## config.mk

```make
export PLATFORM = sky130hd
export DESIGN_NAME = pp_pipeline_accel_postprocess_denorm_flat
export DESIGN_NICKNAME = d
export VERILOG_FILES = /design/src/rtl/pp_pipeline_accel_pkg.sv /design/src/rtl/pp_pipeline_accel_postprocess_denorm_if.sv /design/src/rtl/pp_pipeline_accel_denorm_lane.sv /design/src/rtl/pp_pipeline_accel_postprocess_denorm.sv /design/src/flat_wrapper.sv
export SDC_FILE = /design/constraint.sdc
export NUM_CORES = 1
export LEC_CHECK = 0
export ABC_AREA = 0
export BUFFER_PORTS_ARGS = -buffer_cell sky130_fd_sc_hd__buf_4
export CORE_UTILIZATION = 56
export CTS_CLUSTER_DIAMETER = 50
export DETAILED_ROUTE_END_ITERATION = 6
export PLACE_DENSITY = 0.78
export RECOVER_POWER = 25
export SLEW_MARGIN = 20
export SYNTH_ARGS = -nofsm -noshare
export SYNTH_HDL_FRONTEND = slang
export SYNTH_SLANG_ARGS = --single-unit
```

## constraint.sdc

```tcl
create_clock -name ap_clk -period 4.95 [get_ports ap_clk]
set_input_delay 0.495 -clock ap_clk [delete_from_list [all_inputs] [get_ports ap_clk]]
set_output_delay 0.495 -clock ap_clk [all_outputs]
set_load 0.005 [all_outputs]
```

## src/rtl/pp_pipeline_accel_pkg.sv

```systemverilog
// Shared constants and types for the accelerator post-processing stage:
// default fixed-point format, packed pixel layout and block FSM states.
package pp_pipeline_accel_pkg;

  localparam int PP_FRAC_BITS = 4;
  localparam int PP_PIX_W     = 8;

  typedef struct packed {
    logic [PP_PIX_W-1:0] ch2;
    logic [PP_PIX_W-1:0] ch1;
    logic [PP_PIX_W-1:0] ch0;
  } pix_t;

  typedef enum logic [1:0] {
    ST_IDLE,
    ST_RUN,
    ST_DRAIN,
    ST_DONE
  } state_t;

endpackage

```

## src/rtl/pp_pipeline_accel_postprocess_denorm_if.sv

```systemverilog
// Pixel stream bundle: FIFO-style input (dout/empty_n/read) and output
// (din/full_n/write). The slave modport is the denorm block's view.
interface pp_pipeline_accel_postprocess_denorm_if #(
  parameter int PIX_W = pp_pipeline_accel_pkg::PP_PIX_W
);
  logic [3*PIX_W-1:0] in_mat_dout;
  logic               in_mat_empty_n;
  logic               in_mat_read;
  logic [3*PIX_W-1:0] out_mat_din;
  logic               out_mat_full_n;
  logic               out_mat_write;

  modport master (
    output in_mat_dout, in_mat_empty_n, out_mat_full_n,
    input  in_mat_read, out_mat_din, out_mat_write
  );

  modport slave (
    input  in_mat_dout, in_mat_empty_n, out_mat_full_n,
    output in_mat_read, out_mat_din, out_mat_write
  );
endinterface

```

## src/rtl/pp_pipeline_accel_denorm_lane.sv

```systemverilog
// One colour channel of the denormaliser: out = sat_u8(mean + round(y*gain)).
// Data registers advance only when en is high (global stall freezes them).
module pp_pipeline_accel_denorm_lane #(
  parameter int FRAC_BITS = 4,
  parameter int PIX_W     = 8
) (
  input  logic                    ap_clk,
  input  logic                    en,
  input  logic        [PIX_W-1:0] y_in,
  input  logic signed [PIX_W-1:0] gain,
  input  logic        [PIX_W-1:0] mean,
  output logic        [PIX_W-1:0] pix_out
);

  localparam int PW = 2 * PIX_W;
  localparam int SW = 2 * PIX_W + 2;
  localparam logic signed [PW-1:0] RND     = PW'(1) << (FRAC_BITS - 1);
  localparam logic signed [SW-1:0] PIX_MAX = SW'((1 << PIX_W) - 1);

  function automatic logic signed [PW-1:0] round_shift(input logic signed [PW-1:0] p);
    return (p + RND) >>> FRAC_BITS;
  endfunction

  function automatic logic [PIX_W-1:0] sat_pix(input logic signed [SW-1:0] s);
    if (s < 0)            return '0;
    else if (s > PIX_MAX) return '1;
    else                  return s[PIX_W-1:0];
  endfunction

  logic signed [PIX_W-1:0] y_p0;
  logic signed [PW-1:0]    prod_p1;
  logic signed [PW-1:0]    shr_p1;
  logic signed [SW-1:0]    sum_p1;

  // S1 capture -> S2 multiply
  always_ff @(posedge ap_clk) begin
    if (en) begin
      y_p0    <= $signed(y_in);
      prod_p1 <= y_p0 * gain;
    end
  end

  // S3: round, add mean, saturate; sum kept wide so large gain*y cannot wrap
  always_comb begin
    shr_p1  = round_shift(prod_p1);
    sum_p1  = $signed({{(PIX_W+2){1'b0}}, mean}) + $signed({{2{shr_p1[PW-1]}}, shr_p1});
    pix_out = sat_pix(sum_p1);
  end

endmodule

```

## src/rtl/pp_pipeline_accel_postprocess_denorm.sv

```systemverilog
// Block-level denormaliser: reads loop_count signed pixels from a FIFO, applies
// per-channel gain/mean with saturation, writes unsigned pixels to a FIFO.
module pp_pipeline_accel_postprocess_denorm
  import pp_pipeline_accel_pkg::*;
#(
  parameter int FRAC_BITS = PP_FRAC_BITS,
  parameter int PIX_W     = PP_PIX_W
) (
  input  logic                    ap_clk,
  input  logic                    ap_rst_n,
  input  logic                    ap_start,
  output logic                    ap_done,
  output logic                    ap_idle,
  output logic                    ap_ready,
  pp_pipeline_accel_postprocess_denorm_if.slave mat,
  input  logic signed [31:0]      loop_count,
  input  logic        [PIX_W-1:0] mean_0,
  input  logic        [PIX_W-1:0] mean_1,
  input  logic        [PIX_W-1:0] mean_2,
  input  logic signed [PIX_W-1:0] gain_0,
  input  logic signed [PIX_W-1:0] gain_1,
  input  logic signed [PIX_W-1:0] gain_2
);

  state_t                  state_q, state_d;
  logic signed [31:0]      cnt_q;
  logic signed [31:0]      lc_q;
  logic [2:0][PIX_W-1:0]   mean_q;
  logic [2:0][PIX_W-1:0]   gain_q;
  logic                    vld_p0, vld_p1;
  logic [3*PIX_W-1:0]      lane_pix;
  logic                    start_acc, want_rd, stall, adv, rd_fire, wr_fire, last_rd;

  assign start_acc = (state_q == ST_IDLE) && ap_start;
  assign want_rd   = (state_q == ST_RUN) && (cnt_q < lc_q);
  assign stall     = (want_rd && !mat.in_mat_empty_n) || (vld_p1 && !mat.out_mat_full_n);
  assign adv       = !stall;
  assign rd_fire   = want_rd && adv;
  assign wr_fire   = vld_p1 && adv;
  assign last_rd   = rd_fire && (cnt_q == lc_q - 32'sd1);

  always_ff @(posedge ap_clk or negedge ap_rst_n) begin
    if (!ap_rst_n) state_q <= ST_IDLE;
    else           state_q <= state_d;
  end

  // DRAIN exits on the edge that empties the pipe, so ap_done trails the last write by one cycle
  always_comb begin
    state_d = state_q;
    unique case (state_q)
      ST_IDLE:  if (ap_start) state_d = ST_RUN;
      ST_RUN:   if (lc_q <= 0) state_d = ST_DONE;
                else if (last_rd) state_d = ST_DRAIN;
      ST_DRAIN: if (!vld_p0 && (!vld_p1 || wr_fire)) state_d = ST_DONE;
      ST_DONE:  state_d = ST_IDLE;
      default:  state_d = ST_IDLE;
    endcase
  end

  always_comb begin
    ap_idle           = (state_q == ST_IDLE);
    ap_done           = (state_q == ST_DONE);
    ap_ready          = (state_q == ST_RUN) && ((lc_q <= 0) || last_rd);
    mat.in_mat_read   = rd_fire;
    mat.out_mat_write = wr_fire;
    mat.out_mat_din   = vld_p1 ? lane_pix : '0;
  end

  always_ff @(posedge ap_clk or negedge ap_rst_n) begin
    if (!ap_rst_n) begin
      cnt_q  <= '0;
      vld_p0 <= 1'b0;
      vld_p1 <= 1'b0;
    end else begin
      if (start_acc)    cnt_q <= '0;
      else if (rd_fire) cnt_q <= cnt_q + 32'sd1;
      if (adv) begin
        vld_p0 <= rd_fire;
        vld_p1 <= vld_p0;
      end
    end
  end

  // Run parameters are frozen at start so mid-run input changes are harmless
  always_ff @(posedge ap_clk) begin
    if (start_acc) begin
      lc_q   <= loop_count;
      mean_q <= {mean_2, mean_1, mean_0};
      gain_q <= {gain_2, gain_1, gain_0};
    end
  end

  for (genvar c = 0; c < 3; c++) begin : g_lane
    pp_pipeline_accel_denorm_lane #(
      .FRAC_BITS(FRAC_BITS),
      .PIX_W    (PIX_W)
    ) u_lane (
      .ap_clk (ap_clk),
      .en     (adv),
      .y_in   (mat.in_mat_dout[c*PIX_W +: PIX_W]),
      .gain   (gain_q[c]),
      .mean   (mean_q[c]),
      .pix_out(lane_pix[c*PIX_W +: PIX_W])
    );
  end

endmodule

```

## src/flat_wrapper.sv

```systemverilog
// flat-port wrapper written by rule: the top's interface ports become plain ports
module pp_pipeline_accel_postprocess_denorm_flat import pp_pipeline_accel_pkg::*;
#(
  parameter int FRAC_BITS = PP_FRAC_BITS,
  parameter int PIX_W     = PP_PIX_W
)
  (ap_clk, ap_rst_n, ap_start, ap_done, ap_idle, ap_ready, loop_count, mean_0, mean_1, mean_2, gain_0, gain_1, gain_2, mat_in_mat_dout, mat_in_mat_empty_n, mat_out_mat_full_n, mat_in_mat_read, mat_out_mat_din, mat_out_mat_write);
  pp_pipeline_accel_postprocess_denorm_if #(.PIX_W(PIX_W)) mat_i ();
  input  logic ap_clk;
  input  logic ap_rst_n;
  input  logic ap_start;
  output logic ap_done;
  output logic ap_idle;
  output logic ap_ready;
  input  logic signed [31:0] loop_count;
  input  logic        [PIX_W-1:0] mean_0;
  input  logic        [PIX_W-1:0] mean_1;
  input  logic        [PIX_W-1:0] mean_2;
  input  logic signed [PIX_W-1:0] gain_0;
  input  logic signed [PIX_W-1:0] gain_1;
  input  logic signed [PIX_W-1:0] gain_2;
  input wire logic [$bits(mat_i.in_mat_dout)-1:0] mat_in_mat_dout;
  input wire logic [$bits(mat_i.in_mat_empty_n)-1:0] mat_in_mat_empty_n;
  input wire logic [$bits(mat_i.out_mat_full_n)-1:0] mat_out_mat_full_n;
  output wire logic [$bits(mat_i.in_mat_read)-1:0] mat_in_mat_read;
  output wire logic [$bits(mat_i.out_mat_din)-1:0] mat_out_mat_din;
  output wire logic [$bits(mat_i.out_mat_write)-1:0] mat_out_mat_write;
  assign mat_i.in_mat_dout = mat_in_mat_dout;
  assign mat_i.in_mat_empty_n = mat_in_mat_empty_n;
  assign mat_i.out_mat_full_n = mat_out_mat_full_n;
  assign mat_in_mat_read = mat_i.in_mat_read;
  assign mat_out_mat_din = mat_i.out_mat_din;
  assign mat_out_mat_write = mat_i.out_mat_write;
  pp_pipeline_accel_postprocess_denorm #(.FRAC_BITS(FRAC_BITS), .PIX_W(PIX_W)) u_core (.ap_clk(ap_clk), .ap_rst_n(ap_rst_n), .ap_start(ap_start), .ap_done(ap_done), .ap_idle(ap_idle), .ap_ready(ap_ready), .mat(mat_i), .loop_count(loop_count), .mean_0(mean_0), .mean_1(mean_1), .mean_2(mean_2), .gain_0(gain_0), .gain_1(gain_1), .gain_2(gain_2));
endmodule
```

==> results.sh <==
export IMPL_dieArea_um2=31600
export IMPL_antenna_found_initial=0
export IMPL_grtUsageMet1=0.320
export IMPL_grt_max_degree=88
export IMPL_synth_seq_cells=179
export IMPL_path_class="flop to flop"
export IMPL_clk_insertion_delay_late_ns=0.45
export IMPL_synth_simple_area_share=0.167
export IMPL_cp_arrival_ns=5.15
export IMPL_fp_dieW_um=178
export IMPL_syn_cell_area_um2=17300
export IMPL_first_pass_iters=5
export IMPL_wl_per_cell_um=16.1
export IMPL_synth_nets=2153
export IMPL_htree_num_levels=4
export IMPL_antenna_left=0
export IMPL_slew_headroom=0.450
export IMPL_r2r_slack_ns=0.11
export IMPL_die_h_um=178
export IMPL_synth_seq_area_share=0.300
export IMPL_crit_fanout=5
export IMPL_ys_warn_count=0
export IMPL_synth_top_family_by_area="adder cells"
export IMPL_finClkSkew_ns=0.0194
export IMPL_outcome="complete, no violations"
export IMPL_whs_ns=0.232
export IMPL_ys_dominant_reg_cell="edfxtp_1"
export IMPL_max_freq_mhz=207
export IMPL_worstPathCellList="nand2b_1 > fa_1 > fa_1 > inv_1 > fa_1 > inv_1 > fa_1 > inv_1 > ha_1 > inv_1 > o21ai_1 > a21o_1 > a21o_1 > a21o_1 > a21o_1 > a2111oi_1 > nand3b_1"
export IMPL_io_buffer_count=137
export IMPL_r2r_cells=17
export IMPL_hold_viol_final=0
export IMPL_cpPeakStageDelay_ns=0.56
export IMPL_ys_types=72
export IMPL_syn_avg_cell_area_um2=10.0
export IMPL_place_ws_ns=0.0424
export IMPL_synthAdderAreaFrac=0.301
export IMPL_use_met3=0.0358
export IMPL_min_period_ns=4.84
export IMPL_grt_pass1_wl_um=61100
export IMPL_synth_edff_count=143
export IMPL_finalWirelength_um=37300
export IMPL_finalNetCount=2334
export IMPL_grt_pass1_vias=12879
export IMPL_cts_sinks=179
export IMPL_gr_max_usage_layer="met2"
export IMPL_initial_utilization=0.568
export IMPL_clockBufferDepth=2
export IMPL_tns_ns=0
export IMPL_async_reset_ff_frac=0.201
export IMPL_num_rows=64
export IMPL_slew_violations=0
export IMPL_hp_start="loop_count[2]"
export IMPL_syn_inst=1728
export IMPL_area_delta_synth_final_pct=13.9
export IMPL_post_route_drc_count=0
export IMPL_met2_usage=0.411
export IMPL_hold_class="input pin to flop"
export IMPL_crit_path_top_delay_cell="fa_1"
export IMPL_grt_overflow=0
export IMPL_drive_above_1_share=0.126
export IMPL_core_area_um2=30500
export IMPL_synth_area_mux_share=0.00498
export IMPL_required_ns=5.26
export IMPL_cts_root_buffer="clkbuf_16"
export IMPL_grt_use_total=0.245
export IMPL_synth_xor_area_frac=0.0748
export IMPL_viasPerCell=5.50
export IMPL_synth_compound_area_frac=0.0831
export IMPL_numCtsBuffers=17
export IMPL_dp_hpwl_um=29400
export IMPL_start_kind="flop"
export IMPL_num_antenna_cells=0
export IMPL_worstReg2RegEnd="u_core.g_lane[1].u_lane.prod_p1[14]$_DFFE_PN_"
export IMPL_postLayoutSetupSlackWorst_ns=0.108
export IMPL_hold_path_endpoint="u_core.lc_q[2]$_DFFE_PP_"
export IMPL_postLayoutCoreUtil=0.647
export IMPL_cp_end_kind="flop"
export IMPL_gp_congestion=0.904
export IMPL_hold_depth=1
export IMPL_r2r_start="u_core.g_lane[1].u_lane.y_p0[0]$_DFFE_PN_"
export IMPL_ioPinCount=138
export IMPL_drv_cap=0
export IMPL_fill_cells=2461
export IMPL_drt_initial_drc_count=676
export IMPL_clkTransAtPathRegs_ns=0.07
export IMPL_tritoncts="built"
export IMPL_worst_pin_slew_ns=0.825
export IMPL_setup_viol=0
export IMPL_period_share=0.978
export IMPL_route_vias_total=12738
## state kept, by name, indices dropped and copies added (netlist names)
name and flops:
u_core.g_lane.u_lane.y_p0 24, u_core.gain_q 24, u_core.state_q 2, u_core.lc_q 32, u_core.g_lane.u_lane.prod_p1 39, u_core.vld_p1 1
u_core.mean_q 24, u_core.cnt_q 32, u_core.vld_p0 1
## routing by layer
layer | up-vias | part of all wire
met4 | 0 | 0.026
met3 | 70 | 0.046
li1 | 6144 | -
met1 | 6169 | 0.45
met5 | - | 0
met2 | 355 | 0.48
## critical path: cells and delay by family (launching register included)
family | cells | cell delay, ns
AOI/OAI and AO/OA | 6 | 1.28
and+or+nand+nor | 2 | 0.36
buffers and inverters | 4 | 0.21
adders and majority gates | 5 | 2.41
DFF | 1 | 0.44
## cell usage after synthesis (3+ instances only)
library cell  count  area share
and2_1          111       0.040
nor3_1           32      0.0092
xnor2_1         107       0.054
nand2_1         103       0.022
and3_1           17      0.0061
ha_1            148        0.11
and4_1            8      0.0040
nor2_1           97       0.021
fa_1            168        0.19
a211oi_1          5      0.0022
o21ai_0          49       0.014
xor2_1           41       0.021
o22ai_1           3      0.0011
nand3b_1          5      0.0022
o21a_1            5      0.0022
or4_1             8      0.0035
nand4b_1          3      0.0015
o211ai_1          5      0.0022
a31oi_1           6      0.0022
o2111ai_1         6      0.0030
nor3b_1           3      0.0013
a2111oi_0         3      0.0015
dfrtp_1          36       0.052
nand4_1          23      0.0083
o2111a_1          4      0.0026
or3_1            13      0.0047
a221oi_1          5      0.0025
nor4_1           18      0.0065
mux2i_1           6      0.0035
inv_1           301       0.065
nand3_1          36       0.010
a21oi_1          70       0.020
edfxtp_1        143        0.25
a21o_1           23       0.010
o21bai_1          6      0.0026
or2_2            11      0.0040
nor2b_1          12      0.0043
o31ai_1           5      0.0022
clkbuf_1         16      0.0035
nand2b_1         21      0.0076
a21boi_0          4      0.0017
## through the flow
stage	std cells	area, um2
floorplan	1728	17300
global placement	2261	18900
detailed placement	2261	18900
CTS	2294	19500
global route	2318	19700
finish	2318	19700
## cell type report
class	count	area, um2	share of cell area
Timing Repair Buffer	180	1360	0.0689
Inverter	301	1130	0.0573
Tap cell	396	495	0.0251
Clock buffer	17	425	0.0216
Clock inverter	15	146	0.00742
Multi-Input combinational cell	1230	11000	0.556
Sequential cell	179	5190	0.263
## worst max-delay path by stage
stage                                                   start  slack, ns                                            end
floorplan           u_core.g_lane[1].u_lane.y_p0[0]$_DFFE_PN_       0.33  u_core.g_lane[1].u_lane.prod_p1[14]$_DFFE_PN_
global placement    u_core.g_lane[1].u_lane.y_p0[0]$_DFFE_PN_       0.16  u_core.g_lane[1].u_lane.prod_p1[14]$_DFFE_PN_
detailed placement  u_core.g_lane[2].u_lane.y_p0[7]$_DFFE_PN_       0.04  u_core.g_lane[2].u_lane.prod_p1[14]$_DFFE_PN_
CTS                 u_core.g_lane[1].u_lane.y_p0[0]$_DFFE_PN_      0.002  u_core.g_lane[1].u_lane.prod_p1[14]$_DFFE_PN_
global route        u_core.g_lane[2].u_lane.y_p0[7]$_DFFE_PN_      -0.01  u_core.g_lane[2].u_lane.prod_p1[15]$_DFFE_PN_
finish              u_core.g_lane[1].u_lane.y_p0[0]$_DFFE_PN_       0.11  u_core.g_lane[1].u_lane.prod_p1[14]$_DFFE_PN_
## kinds of logic (layout without fill, tap and decap cells)
kind of cell             count (synthesis)  in the layout
AO/OA/AOI/OAI                          223            223
XOR/XNOR                               148            148
multiplexers                             8              8
AND/OR/NAND/NOR                        535            535
flip-flops                             179            179
adder cells (fa/ha/maj)                316            316
buffers and inverters                  319            513
## placed cells by master (no fill, tap or decap), types with 6 or more instances in the layout
master | synthesis | routed
and2_1 | 111 | 108
a31oi_1 | 6 | 6
edfxtp_1 | 143 | 143
o21bai_1 | 6 | 6
nand4_1 | 23 | 23
o2111ai_1 | 6 | 6
inv_1 | 301 | 301
clkbuf_4 | 0 | 93
mux2i_1 | 6 | 6
o21ai_0 | 49 | 44
or3_1 | 13 | 13
xnor2_1 | 107 | 107
dfrtp_1 | 36 | 36
and3_1 | 17 | 17
or2_2 | 11 | 11
nor4_1 | 18 | 18
nand3_1 | 36 | 36
buf_4 | 0 | 83
nand2b_1 | 21 | 21
nor3_1 | 32 | 32
and4_1 | 8 | 8
xor2_1 | 41 | 41
ha_1 | 148 | 147
or4_1 | 8 | 8
clkbuf_16 | 0 | 17
fa_1 | 168 | 168
nor2b_1 | 12 | 12
a21oi_1 | 70 | 69
a21o_1 | 23 | 23
nand2_1 | 103 | 103
nor2_1 | 97 | 97
## what timing repair did
action | in CTS | in global routing
hold buffers | 1 | 0
resized for setup | 1 | 17
setup endpoints to repair | 1 | 11
endpoints found under the hold margin | 6 | 0
pin swaps | 0 | 3
setup buffers | 0 | 23
Power is not shown: default switching activity piles up to over one toggle a cycle in this logic, so the estimate is an artifact.
